$ cat config.mk
export PLATFORM = sky130hd
export DESIGN_NAME = apbuart_rx
export DESIGN_NICKNAME = d
export VERILOG_FILES = /design/src/rtl/apbuart_pkg.sv /design/src/rtl/apbuart_baud_tick.sv /design/src/rtl/apbuart_rx.sv
export SDC_FILE = /design/constraint.sdc
export NUM_CORES = 1
export LEC_CHECK = 0
export ABC_AREA = 1
export CAP_MARGIN = 20
export CORE_MARGIN = 2
export CORE_UTILIZATION = 46
export CTS_CLUSTER_SIZE = 12
export DETAILED_ROUTE_END_ITERATION = 16
export PLACE_DENSITY = 0.77
export SLEW_MARGIN = 20
export SYNTH_ARGS = -nofsm -noshare
export SYNTH_HDL_FRONTEND = slang
export SYNTH_SLANG_ARGS = --single-unit
export TNS_END_PERCENT = 1
$ cat constraint.sdc
create_clock -name clk -period 1.9 [get_ports clk]
set_input_delay 0.38 -clock clk [delete_from_list [all_inputs] [get_ports clk]]
set_output_delay 0.38 -clock clk [all_outputs]
set_load 0.005 [all_outputs]
$ cat src/rtl/apbuart_pkg.sv
// Shared definitions for the APB UART: receiver FSM state encoding, UART0_CTRL and
// UART0_STATUS bit positions, and a 3-input majority helper used for bit sampling.
package apbuart_pkg;

  // Receiver FSM states (plain constants kept for compatibility with older code)
  typedef logic [2:0] rx_state_t;
  localparam rx_state_t StIdle    = 3'd0;
  localparam rx_state_t StStart   = 3'd1;
  localparam rx_state_t StData    = 3'd2;
  localparam rx_state_t StParity  = 3'd3;
  localparam rx_state_t StStop    = 3'd4;
  localparam rx_state_t StBrkWait = 3'd5;

  // UART0_CTRL bit indices
  localparam int unsigned CtrlRe = 0;
  localparam int unsigned CtrlTe = 1;
  localparam int unsigned CtrlRi = 2;
  localparam int unsigned CtrlTi = 3;
  localparam int unsigned CtrlPs = 4;
  localparam int unsigned CtrlPe = 5;
  localparam int unsigned CtrlLb = 7;

  // UART0_STATUS bit indices
  localparam int unsigned StatDr = 0;
  localparam int unsigned StatTs = 1;
  localparam int unsigned StatTe = 2;
  localparam int unsigned StatBr = 3;
  localparam int unsigned StatOv = 4;
  localparam int unsigned StatPe = 5;
  localparam int unsigned StatFe = 6;

  function automatic logic maj3(input logic a, input logic b, input logic c);
    return (a & b) | (a & c) | (b & c);
  endfunction

endpackage

$ cat src/rtl/apbuart_baud_tick.sv
// Baud prescaler shared by the UART receiver and transmitter. A down-counter reloads
// `scaler` when it reaches zero and emits `tick` in that cycle, so one tick occurs
// every scaler+1 clocks. While disabled the counter is held at `scaler`.
//   clk, rst : clock, asynchronous active-high reset
//   en       : counter runs when 1
//   scaler   : tick period minus one
//   tick     : one-clock pulse per tick period
module apbuart_baud_tick
  import apbuart_pkg::*;
#(
  parameter int unsigned SCALER_W = 12
) (
  input  logic                clk,
  input  logic                rst,
  input  logic                en,
  input  logic [SCALER_W-1:0] scaler,
  output logic                tick
);

  logic [SCALER_W-1:0] cnt_q, cnt_d;

  always_comb begin
    cnt_d = cnt_q;
    if (!en || (cnt_q == '0)) begin
      cnt_d = scaler;
    end else begin
      cnt_d = cnt_q - SCALER_W'(1);
    end
  end

  always_ff @(posedge clk or posedge rst) begin
    if (rst) begin
      cnt_q <= '0;
    end else begin
      cnt_q <= cnt_d;
    end
  end

  assign tick = en && (cnt_q == '0);

endmodule

$ cat src/rtl/apbuart_rx.sv
// APB UART receive engine. Oversamples the asynchronous rxd line at 8 ticks per bit,
// reassembles 8N1/8E1/8O1 frames and loads them into a one-entry holding register
// with data-ready, break, overrun, parity-error and framing-error flags.
//   clk, rst      : clock, asynchronous active-high reset
//   scaler        : tick period minus one (bit = 8 ticks)
//   rx_en, ri_en  : receiver enable, receive interrupt enable
//   par_en        : parity bit present; par_odd selects odd parity
//   rxd           : serial input, idle high
//   rd_strobe     : data register read (clears dr)
//   clr_err       : status write (clears br, ov, pe, fe)
//   rx_data       : holding register
//   dr/br/ov/pe/fe: status flags
//   rx_irq        : one-clock pulse on a load while ri_en=1
module apbuart_rx
  import apbuart_pkg::*;
#(
  parameter int unsigned SCALER_W = 12
) (
  input  logic                clk,
  input  logic                rst,
  input  logic [SCALER_W-1:0] scaler,
  input  logic                rx_en,
  input  logic                ri_en,
  input  logic                par_en,
  input  logic                par_odd,
  input  logic                rxd,
  input  logic                rd_strobe,
  input  logic                clr_err,
  output logic [7:0]          rx_data,
  output logic                dr,
  output logic                br,
  output logic                ov,
  output logic                pe,
  output logic                fe,
  output logic                rx_irq
);

  logic tick;

  apbuart_baud_tick #(
    .SCALER_W(SCALER_W)
  ) u_baud_tick (
    .clk   (clk),
    .rst   (rst),
    .en    (rx_en),
    .scaler(scaler),
    .tick  (tick)
  );

  logic      rxd_meta_q, rxd_sync_q;
  rx_state_t state_q, state_d;
  logic [2:0] phase_q, phase_d, bitcnt_q, bitcnt_d;
  logic [7:0] shift_q, shift_d;
  logic      s3_q, s3_d, s4_q, s4_d, bit_q, bit_d;
  logic      has_par_q, has_par_d, par_bit_q, par_bit_d;
  logic [7:0] rx_data_q, rx_data_d;
  logic      dr_q, dr_d, br_q, br_d, ov_q, ov_d, pe_q, pe_d, fe_q, fe_d, irq_q, irq_d;

  logic [2:0] cur_phase;
  logic      samp_maj, frame_done, brk_det, par_err, load_ok, overrun;

  // phase_q holds the phase of the last processed tick; the detection tick is phase 0
  assign cur_phase = phase_q + 3'd1;
  assign samp_maj  = maj3(s3_q, s4_q, rxd_sync_q);

  always_comb begin
    state_d    = state_q;
    phase_d    = phase_q;
    bitcnt_d   = bitcnt_q;
    shift_d    = shift_q;
    s3_d       = s3_q;
    s4_d       = s4_q;
    bit_d      = bit_q;
    has_par_d  = has_par_q;
    par_bit_d  = par_bit_q;
    frame_done = 1'b0;
    brk_det    = 1'b0;

    if (!rx_en) begin
      state_d = StIdle;
      phase_d = 3'd0;
    end else if (tick) begin
      if ((state_q != StIdle) && (state_q != StBrkWait)) begin
        phase_d = cur_phase;
        if (cur_phase == 3'd3) s3_d = rxd_sync_q;
        if (cur_phase == 3'd4) s4_d = rxd_sync_q;
        if (cur_phase == 3'd5) bit_d = samp_maj;
      end

      case (state_q)
        StIdle: begin
          if (!rxd_sync_q) begin
            state_d  = StStart;
            phase_d  = 3'd0;
            bitcnt_d = 3'd0;
          end
        end
        StStart: begin
          if ((cur_phase == 3'd3) && rxd_sync_q) begin
            state_d = StIdle;
          end else if (cur_phase == 3'd7) begin
            state_d = StData;
          end
        end
        StData: begin
          if (cur_phase == 3'd7) begin
            shift_d  = {bit_q, shift_q[7:1]};
            bitcnt_d = bitcnt_q + 3'd1;
            if (bitcnt_q == 3'd7) begin
              has_par_d = par_en;
              state_d   = par_en ? StParity : StStop;
            end
          end
        end
        StParity: begin
          if (cur_phase == 3'd7) begin
            par_bit_d = bit_q;
            state_d   = StStop;
          end
        end
        StStop: begin
          // Decided mid-stop so a back-to-back start edge is never missed
          if (cur_phase == 3'd5) begin
            if ((shift_q == '0) && !(has_par_q && par_bit_q) && !samp_maj) begin
              brk_det = 1'b1;
              state_d = StBrkWait;
            end else begin
              frame_done = 1'b1;
              state_d    = StIdle;
            end
          end
        end
        StBrkWait: begin
          if (rxd_sync_q) state_d = StIdle;
        end
        default: state_d = StIdle;
      endcase
    end
  end

  assign par_err = has_par_q && (par_bit_q ^ (^shift_q) ^ par_odd);
  assign overrun = frame_done && dr_q && !rd_strobe;
  assign load_ok = frame_done && !overrun;

  // Set terms take priority over the clear strobes
  always_comb begin
    rx_data_d = load_ok ? shift_q : rx_data_q;
    dr_d      = load_ok ? 1'b1 : (rd_strobe ? 1'b0 : dr_q);
    br_d      = brk_det ? 1'b1 : (clr_err ? 1'b0 : br_q);
    ov_d      = overrun ? 1'b1 : (clr_err ? 1'b0 : ov_q);
    pe_d      = (frame_done && par_err) ? 1'b1 : (clr_err ? 1'b0 : pe_q);
    fe_d      = (frame_done && !samp_maj) ? 1'b1 : (clr_err ? 1'b0 : fe_q);
    irq_d     = load_ok && ri_en;
  end

  always_ff @(posedge clk or posedge rst) begin
    if (rst) begin
      rxd_meta_q <= 1'b1;
      rxd_sync_q <= 1'b1;
      state_q    <= StIdle;
      phase_q    <= 3'd0;
      bitcnt_q   <= 3'd0;
      shift_q    <= 8'h00;
      s3_q       <= 1'b1;
      s4_q       <= 1'b1;
      bit_q      <= 1'b1;
      has_par_q  <= 1'b0;
      par_bit_q  <= 1'b0;
      rx_data_q  <= 8'h00;
      dr_q       <= 1'b0;
      br_q       <= 1'b0;
      ov_q       <= 1'b0;
      pe_q       <= 1'b0;
      fe_q       <= 1'b0;
      irq_q      <= 1'b0;
    end else begin
      rxd_meta_q <= rxd;
      rxd_sync_q <= rxd_meta_q;
      state_q    <= state_d;
      phase_q    <= phase_d;
      bitcnt_q   <= bitcnt_d;
      shift_q    <= shift_d;
      s3_q       <= s3_d;
      s4_q       <= s4_d;
      bit_q      <= bit_d;
      has_par_q  <= has_par_d;
      par_bit_q  <= par_bit_d;
      rx_data_q  <= rx_data_d;
      dr_q       <= dr_d;
      br_q       <= br_d;
      ov_q       <= ov_d;
      pe_q       <= pe_d;
      fe_q       <= fe_d;
      irq_q      <= irq_d;
    end
  end

  assign rx_data = rx_data_q;
  assign dr      = dr_q;
  assign br      = br_q;
  assign ov      = ov_q;
  assign pe      = pe_q;
  assign fe      = fe_q;
  assign rx_irq  = irq_q;

endmodule

# [Word level (Yosys, flattened, before mapping)]
# Cells that the tools add are included.
# Widths: inputs -> output; s select.
[totals] input_bits=21 out_inout_bits=14 elab_cells=127 regBits=50
[op_classes] n_bitwise=7 muxes=39 reduce_logical=38 n_eq_ne=21 add_sub_neg=3
[op_table] op="$mux 3" count=19
[op_table] op="$ne 3x3->1 const B" count=7
[op_table] op="$reduce_and 4->1" count=5
[op_table] op="$eq 3x3->1 const B" count=6
[op_table] op="$pmux 3 s6" count=1
[op_table] op="$mux 1" count=17
[op_table] op="$logic_and 1x1->1" count=13
[op_table] op="$logic_not 12->1" count=1
[op_table] op="$mux 12" count=1
[op_table] op="$reduce_bool 2->1" count=6
[op_table] op="$sub 12x1->12 const B" count=1
[op_table] op="$reduce_and 5->1" count=2
[op_table] op="$eq 3x2->1 const B" count=3
[op_table] op="$logic_not 8->1" count=1
[op_table] op="$reduce_and 8->1" count=1
[op_table] op="$reduce_xor 8->1" count=1
[op_table] op="$add 3x1->3 const B" count=2
[op_table] op="$pmux 3 s2" count=1
[op_table] op="$logic_not 1->1" count=5
[op_table] op="$ne 2x2->1 const B" count=2
[op_table] op="$ne 4x4->1 const B" count=1
[op_table] op="$and 1x1->1" count=3
[op_table] op="$eq 3x1->1 const B" count=1
[op_table] op="$logic_not 3->1" count=1
[op_table] op="other kinds (5)" count=7

# [Longest topological paths before layout]
# Gate-level depths: netlist (run 1).
[depth] ltp_word=15 depth_mapped=13 mapped_depth_nobuf=12

# [By module]
# A second synthesis (run 1) with hierarchy kept.
[unflattened] cells_unflattened=362 area_unflattened_um2=2800.2
[modules_own_cells] module="apbuart_rx" area_each_um2=1994.4 seq_area_each_um2=957.2 cells_each=244 n_inst=1
[modules_own_cells] module="apbuart_baud_tick" area_each_um2=805.8 seq_area_each_um2=300.3 cells_each=118 n_inst=1

# [Worst setup path before layout (run 1)]
# Ideal clock, no wire load.
[synth_path] path_type="flip-flop to flip-flop" startpoint="register phase_q[0]" endpoint="register rx_data_q[0], in the netlist rx_data[0]" synth_period_minus_slack_ns=1.562 setup_ns=0.118 path_buffers=1 t_arrival_ns=1.444 stages_incl_launch_ff=11 t_required_ns=1.782 slack_ns=0.338 cell_sequence="dfrtp_1 -> ha_1 -> nand2_1 -> nand3_1 -> nor2_2 -> nand2_1 -> nor2_4 -> nand2_4 -> buf_6 -> nand2_2 -> o21ai_2"
[synth_via] elab_chain_len=10
[synth_rtl] element="start: declaration" line_no="apbuart_rx.sv:52" source="logic [2:0] phase_q, phase_d, bitcnt_q, bitcnt_d;"
[synth_rtl] element="start signal: assignment" line_no="apbuart_rx.sv:180" source="phase_q <= phase_d;"
[synth_rtl] element="$add 3x1->3 *" line_no="apbuart_rx.sv:63" source="assign cur_phase = phase_q + 3'd1;"
[synth_rtl] element="$eq 3x3->1 *" line_no="apbuart_rx.sv:123" source="if (cur_phase == 3'd5) begin"
[synth_rtl] element="$mux 1 *" line_no="apbuart_rx.sv:123"
[synth_rtl] element="$mux 1 *" line_no="apbuart_rx.sv:90" source="case (state_q)"
[synth_rtl] element="$mux 1 *" line_no="apbuart_rx.sv:82" source="end else if (tick) begin"
[synth_rtl] element="$mux 1 *" line_no="apbuart_rx.sv:79" source="if (!rx_en) begin"
[synth_rtl] element="$logic_and 1x1->1 (2 in series)" line_no="apbuart_rx.sv:142" source="assign overrun = frame_done && dr_q && !rd_strobe;"
[synth_rtl] element="$logic_not 1->1" line_no="apbuart_rx.sv:143" source="assign load_ok = frame_done && !overrun;"
[synth_rtl] element="$logic_and 1x1->1 *" line_no="apbuart_rx.sv:143"
[synth_rtl] element="end signal: assignment" line_no="apbuart_rx.sv:188" source="rx_data_q <= rx_data_d;"
[synth_rtl] element="end: declaration" line_no="apbuart_rx.sv:56" source="logic [7:0] rx_data_q, rx_data_d;"
# Every way passes the cells marked *; elsewhere a longest branch is shown, timed or not.
# A chain may end at the register's enable or synchronous reset.

# [Worst setup path after layout (run 1)]
[layout_path] startpoint="register phase_q[0]" endpoint="register rx_data_q[6], in the netlist rx_data[6]"
# Same word-level chain as after synthesis.

==> results of run 1 <==
[critical path, stage by stage, from the launching register on]
cell and delay, ns:
dfrtp_1 0.43, ha_1 0.22, nand2_1 0.09, nand3_1 0.14, nor2_2 0.12, nand2_1 0.10
nor2_4 0.15, nand2_4 0.16, nand2_1 0.12, o21ai_2 0.06
[flip-flops by register name (all words and copies together), names as in the netlist, 3 cells and up]
register,cells
rx_data,8
phase_q,3
bitcnt_q,3
state_q,3
u_baud_tick.cnt_q,12
shift_q,8
[cell usage in the layout, fill, tap and decap left out]
master             n
nand2_1          101
dfrtp_1           45
inv_1             42
clkdlybuf4s50_1   34
o21ai_0           32
nand3_1           18
nor2_1            18
ha_1              12
nor2_2            10
o21ai_2            8
nor3_1             6
xnor2_1            6
a21oi_1            5
xor2_1             5
dfstp_2            5
clkbuf_8           5
inv_2              4
nor2_4             3
nand4_1            3
buf_4              3
nand2_2            2
clkinv_2           2
nor3_4             1
nand3_4            1
nand3_2            1
nand3b_1           1
nand2_4            1
or2_2              1
o211ai_1           1
o31ai_1            1
or2_0              1
clkbuf_1           1
buf_12             1
[final cells by class]
type,count,area (um^2)
clock buffer,6,72.6
inverter,46,173
fill,530,2570
tap,75,93.8
multi-input combinational,238,1290
timing repair buffer,38,383
clock inverter,2,10.0
sequential,50,1260
[synth_stat cells]
| cell type | instances |
|---|---|
| ha_1 | 12 |
| nand2_1 | 101 |
| buf_6 | 1 |
| inv_2 | 2 |
| a21oi_1 | 5 |
| nand2_4 | 1 |
| xnor2_1 | 6 |
| o21ai_2 | 8 |
| nor3_4 | 1 |
| nand4_1 | 3 |
| nand2_2 | 2 |
| buf_2 | 3 |
| nand3_1 | 19 |
| dfstp_2 | 5 |
| buf_4 | 1 |
| o211ai_1 | 1 |
| nor2_1 | 19 |
| dfrtp_1 | 45 |
| nor2_4 | 3 |
| inv_1 | 44 |
| or2_0 | 1 |
| nand3_4 | 1 |
| o21ai_0 | 32 |
| o31ai_1 | 1 |
| or2_2 | 1 |
| nor2_2 | 9 |
| nand3b_1 | 1 |
| xor2_1 | 5 |
| nor3_1 | 6 |
[per-stage QoR]
stage	cells	setup WS [ns]	hold slack [ns]	total power, mW	utilization
floorplan	339	0.327	0.345	1.61	-
global placement	447	0.125	0.346	1.74	0.544
detailed placement	447	0.0460	0.351	1.75	0.544
CTS	455	0.106	0.366	2.35	0.559
global route	455	0.0146	0.364	2.50	0.560
finish	455	0.188	0.365	2.32	0.560
[per-layer routing]
layer	vias up	wire [um]	global-route usage
li1	1141	-	-
met1	1021	2360	0.218
met2	33	2510	0.307
met3	7	154	0.0333
met4	0	63	0.0576
met5	-	0	0
[cells by family after synthesis]
logic type | synth area share
AOI/OAI and AO/OA | 0.0985
and+or+nand+nor | 0.278
xor gates and xnor gates | 0.0351
adders and majority gates | 0.0547
DFF | 0.458
buffers and inverters | 0.0753
[final timing paths]
check | startpoint | end | slack (ns) | depth (start not counted)
min | rxd_meta_q | rxd_sync_q | 0.36 | 0
max | phase_q[0] | rx_data[6] | 0.19 | 9
min in group asynchronous | rst | rx_irq | 0.43 | 3
max in group asynchronous | rst | rxd_sync_q | 1.18 | 3
min reg2reg | rxd_meta_q | rxd_sync_q | 0.36 | 0
max reg2reg | phase_q[0] | rx_data[6] | 0.19 | 9
[power groups by stage]
stage / registers [mW] / clock network (mW) / logic (mW)
detailed placement: 1.23 / 0 / 0.523
finish: 1.21 / 0.587 / 0.526
floorplan: 1.21 / 0 / 0.396
global route: 1.22 / 0.666 / 0.618
global placement: 1.23 / 0 / 0.512
CTS: 1.21 / 0.618 / 0.526
==> results.md, run 1 <==
* Port-buffer cells at 34
* Setup Viol. Count Final at 0
* Syn Area/Cell at 8.09 um^2
* Worst min path class: flop to flop
* Antenna viol nets, final at 0
* DP HPWL at 3850 um
* Fin nets at 412
* Synth top area share at 0.411
* FF+latch count, synth at 50
* NetSw at 750 uW
* Die height at 81.2 um
* Root buf cell: clkbuf_8
* Total setup buffers inserted after CTS at 0
* Max Root-Sink Buffers at 2
* Post-layout minimum cycle time at 1.71 ns
* Arrival time of the worst setup path at 1.91 ns
* CP Capture Type: flop
* Drt drc at 0
* CTS tree: built
* Post-Syn Area at 2740 um^2
* Synth cell types at 29
* Design area at 3280 um^2
* Std-Cell Rows at 28
* P_leak at 1.58 nW
* Top cells by area, synth: dfrtp_1 (41%), nand2_1 (14%), inv_1 (6.0%)
* Req. time, crit path at 2.09 ns
* Die width at 81.2 um
* Internal at 1.57 mW
* Final hold viol count at 0
* Antenna diodes at 0
* Num CTS Buffers at 5
* I/O pin cnt at 35
* Sink Count at 50
* Switching Share at 0.323
* Antenna violations before repair at 0
* Clock transition at path regs at 0.09 ns
* Core area at 5850 um^2
* First-pass GRT wire length at 8980 um
* Post_cts resized at 0
* Period utilisation layout at 0.901
* Synthesis Warnings at 0
* Cts hold-fix bufs at 0
* Max-capacitance violation count at 0
* Gate power share at 0.226
* Initial core utilization at 0.469
* Skew final at 0.00636 ns
* Worst Setup Start Kind: flop
* Layout cells sized above 1 at 0.126
* Synth Net Count at 372
* Vias per inst at 4.84
* CTS H-tree lvls at 2
* Via count at 2202
* Worst Max-Slew Pin Slew at 0.370 ns
* Cell taking the most area after synthesis: dfrtp_1
* Final WL at 5080 um
* Worst-skew pair later-pin latency at 0.30 ns
* Setup CP Type: flop to flop
* Clk pwr share at 0.253
* First drt pass iteration count at 4
* Worst VDD drop at 356 uV
* Die area at 6600 um^2
* Synthesis-to-layout area growth at 19.4%
* Crit Path Max Fanout at 17
* Status: finished, final reports clean
* Pwr dens at 709 nW/um^2
* Largest net degree at the start of global routing at 51
* Register area share after synthesis at 0.458
* Max-slew violations at 0
* Flop pwr share at 0.521
* Setup TNS at 0 ns
* Cells after synthesis at 339
* Global placement routability congestion at 0.829
* Total GRT Usage at 0.176
* Via count of the first global-routing pass at 2130
* Placed Area at 3190 um^2
* Wire length per cell at 11.2 um
* RSZ-0062 raised after global routing: false
* Fmax achieved at 584 MHz
* Rel. slew slack at 0.752
* DR iter-0 viols at 144
* GR Overflow Total at 0
Power figures use the tool's default switching activity.
==> run 2: changes to the inputs <==
--- a/config.mk
+++ b/config.mk
@@ -7,7 +7,6 @@
 export LEC_CHECK = 0
 export ABC_AREA = 1
 export CAP_MARGIN = 20
-export CORE_MARGIN = 2
 export CORE_UTILIZATION = 46
 export CTS_CLUSTER_SIZE = 12
 export DETAILED_ROUTE_END_ITERATION = 16
==> run 2 against run 1 <==
Effect of this change: largest cell class unchanged; utilization increased by 3.0 points; sequential power about the same; final cell count increased by 0.22%; largest power group unchanged; maximum frequency increased by 0.81%; via count increased by 1.1%; wire length increased by 4.1%; total power increased by 7.0%; combinational power increased by 1%; critical path depth unchanged; hold slack got worse by 0.0023 ns.
==> results.md, run 2 (synthesized netlist as in run 1, its figures left out) <==
* Largest net degree at the start of global routing at 21
* CTS tree: built
* Rel. slew slack at 0.748
* Initial core utilization at 0.486
* CP most frequent cell: nand2_1
* Fmax achieved at 589 MHz
* First-pass GRT wire length at 9230 um
* Total GRT Usage at 0.189
* Skew final at 0.00957 ns
* Worst VDD drop at 577 uV
* Vias per inst at 4.88
* M1 WL at 2470 um
* Die area at 6280 um^2
* Flop pwr share at 0.486
* Internal at 1.71 mW
* Most common cell after layout, fill and taps aside: nand2_1
* Fin nets at 416
* Top sig layer: met4
* Max-slew violations at 0
* Num CTS Buffers at 5
* CP Capture Type: flop
* Max-capacitance violation count at 0
* Via count of the first global-routing pass at 2199
* Setup Viol. Count Final at 0
* P_leak at 1.60 nW
* Sink Count at 50
* Worst Setup Start Kind: flop
* Crit Path Max Fanout at 17
* Arrival time of the worst setup path at 1.90 ns
* CTS H-tree lvls at 2
* Total setup buffers inserted after CTS at 0
* Synthesis-to-layout area growth at 21.4%
* Post-layout minimum cycle time at 1.70 ns
* Clk pwr share at 0.299
* Wire length per cell at 11.6 um
* Most flops, register: u_baud_tick.cnt_q
* Via count at 2226
* Setup TNS at 0 ns
* Worst stage delay on the critical path at 0.42 ns
* Layout cells sized above 1 at 0.135
* Clock transition at path regs at 0.09 ns
* Port-buffer cells at 34
* Final hold viol count at 0
* Worst path slowest cell: dfrtp_1
* Antenna viol nets, final at 0
* NetSw at 770 uW
* Gate power share at 0.214
* Switching Share at 0.310
* Core area at 5640 um^2
* DP HPWL at 4040 um
* Status: finished, final reports clean
* Root buf cell: clkbuf_8
* Post_cts resized at 0
* DR iter-0 viols at 151
* Max Root-Sink Buffers at 2
* Antenna diodes at 0
* Global placement routability congestion at 0.922
* Req. time, crit path at 2.10 ns
* Drt drc at 0
* Std-Cell Rows at 27
* Period utilisation layout at 0.894
* Setup CP Type: flop to flop
* Cts hold-fix bufs at 0
* Die width at 79.2 um
* Largest register FFs at 12
* Met3 routed WL at 149 um
* Die height at 79.2 um
* Worst Max-Slew Pin Slew at 0.377 ns
* I/O pin cnt at 35
* Cell Chain, Critical Path: ha_1 > nand2_1 > nand3_1 > nor2_2 > nand2_1 > nor2_4 > nand2_4 > nand2_1 > o21ai_2
* Most frequent cells in the layout: nand2_1 (99), dfrtp_1 (45), inv_1 (43), clkdlybuf4s50_1 (34), o21ai_0 (32)
* Antenna violations before repair at 0
* First drt pass iteration count at 4
* Worst-skew pair later-pin latency at 0.30 ns
* Power Total at 2.49 mW
* GR Overflow Total at 0
* Worst min path class: flop to flop
* Pwr dens at 747 nW/um^2
* Final WL at 5290 um
* RSZ-0062 raised after global routing: false
* Wire length on met2 at 2600 um
==> run 2: worst paths after layout <==
| path | cells past startpoint | startpoint | end | slack (ns) |
|---|---|---|---|---|
| setup / recovery | 9 | phase_q[0] | rx_data[4] | 0.20 |
| hold / removal | 0 | rxd_meta_q | rxd_sync_q | 0.36 |
| setup reg to reg | 9 | phase_q[0] | rx_data[4] | 0.20 |
| hold reg to reg | 0 | rxd_meta_q | rxd_sync_q | 0.36 |
| max in group asynchronous | 3 | rst | shift_q[7] | 1.00 |
| min in group asynchronous | 2 | rst | shift_q[0] | 0.37 |
==> run 2: area by class of cell <==
cell class,instances,area (um^2)
clock buffer,6,72.6
clock inverter,2,37.5
tap,72,90.1
timing repair buffer,41,405
multi-input combinational,239,1290
sequential,50,1260
fill,492,2310
inverter,46,173
==> run 2: critical path, delay by kind of cell, from the launching register on <==
family | cells | cell delay [ns]
flip-flops | 1 | 0.42
adder cells (fa/ha/maj) | 1 | 0.23
AND/OR/NAND/NOR | 7 | 0.88
AO/OA/AOI/OAI | 1 | 0.06
==> run 2: per-layer routing <==
| layer | up-vias | global-route usage |
|---|---|---|
| met4 | 0 | 0.0655 |
| met1 | 1034 | 0.236 |
| li1 | 1153 | - |
| met2 | 32 | 0.329 |
| met3 | 7 | 0.0287 |
| met5 | - | 0 |
==> run 2: power by group through the flow <==
stage / logic (mW) / registers [mW] / clock network, mW
final: 0.533 / 1.21 / 0.744
after global routing: 0.615 / 1.22 / 0.803
after CTS: 0.528 / 1.21 / 0.760
after detailed placement: 0.525 / 1.23 / 0
after global placement: 0.518 / 1.22 / 0
after floorplan: 0.396 / 1.21 / 0
==> run 2: per-stage QoR <==
stage                     hold slack, ns   util  instances  setup WS [ns]  cell area, um^2
final                              0.362  0.590        456          0.202             3330
after floorplan                    0.345      -        339          0.327             2740
after global placement             0.347  0.568        447          0.147             3200
after global routing               0.355  0.590        456         0.0171             3330
after detailed placement           0.348  0.568        447          0.132             3200
after CTS                          0.368  0.587        455          0.158             3310
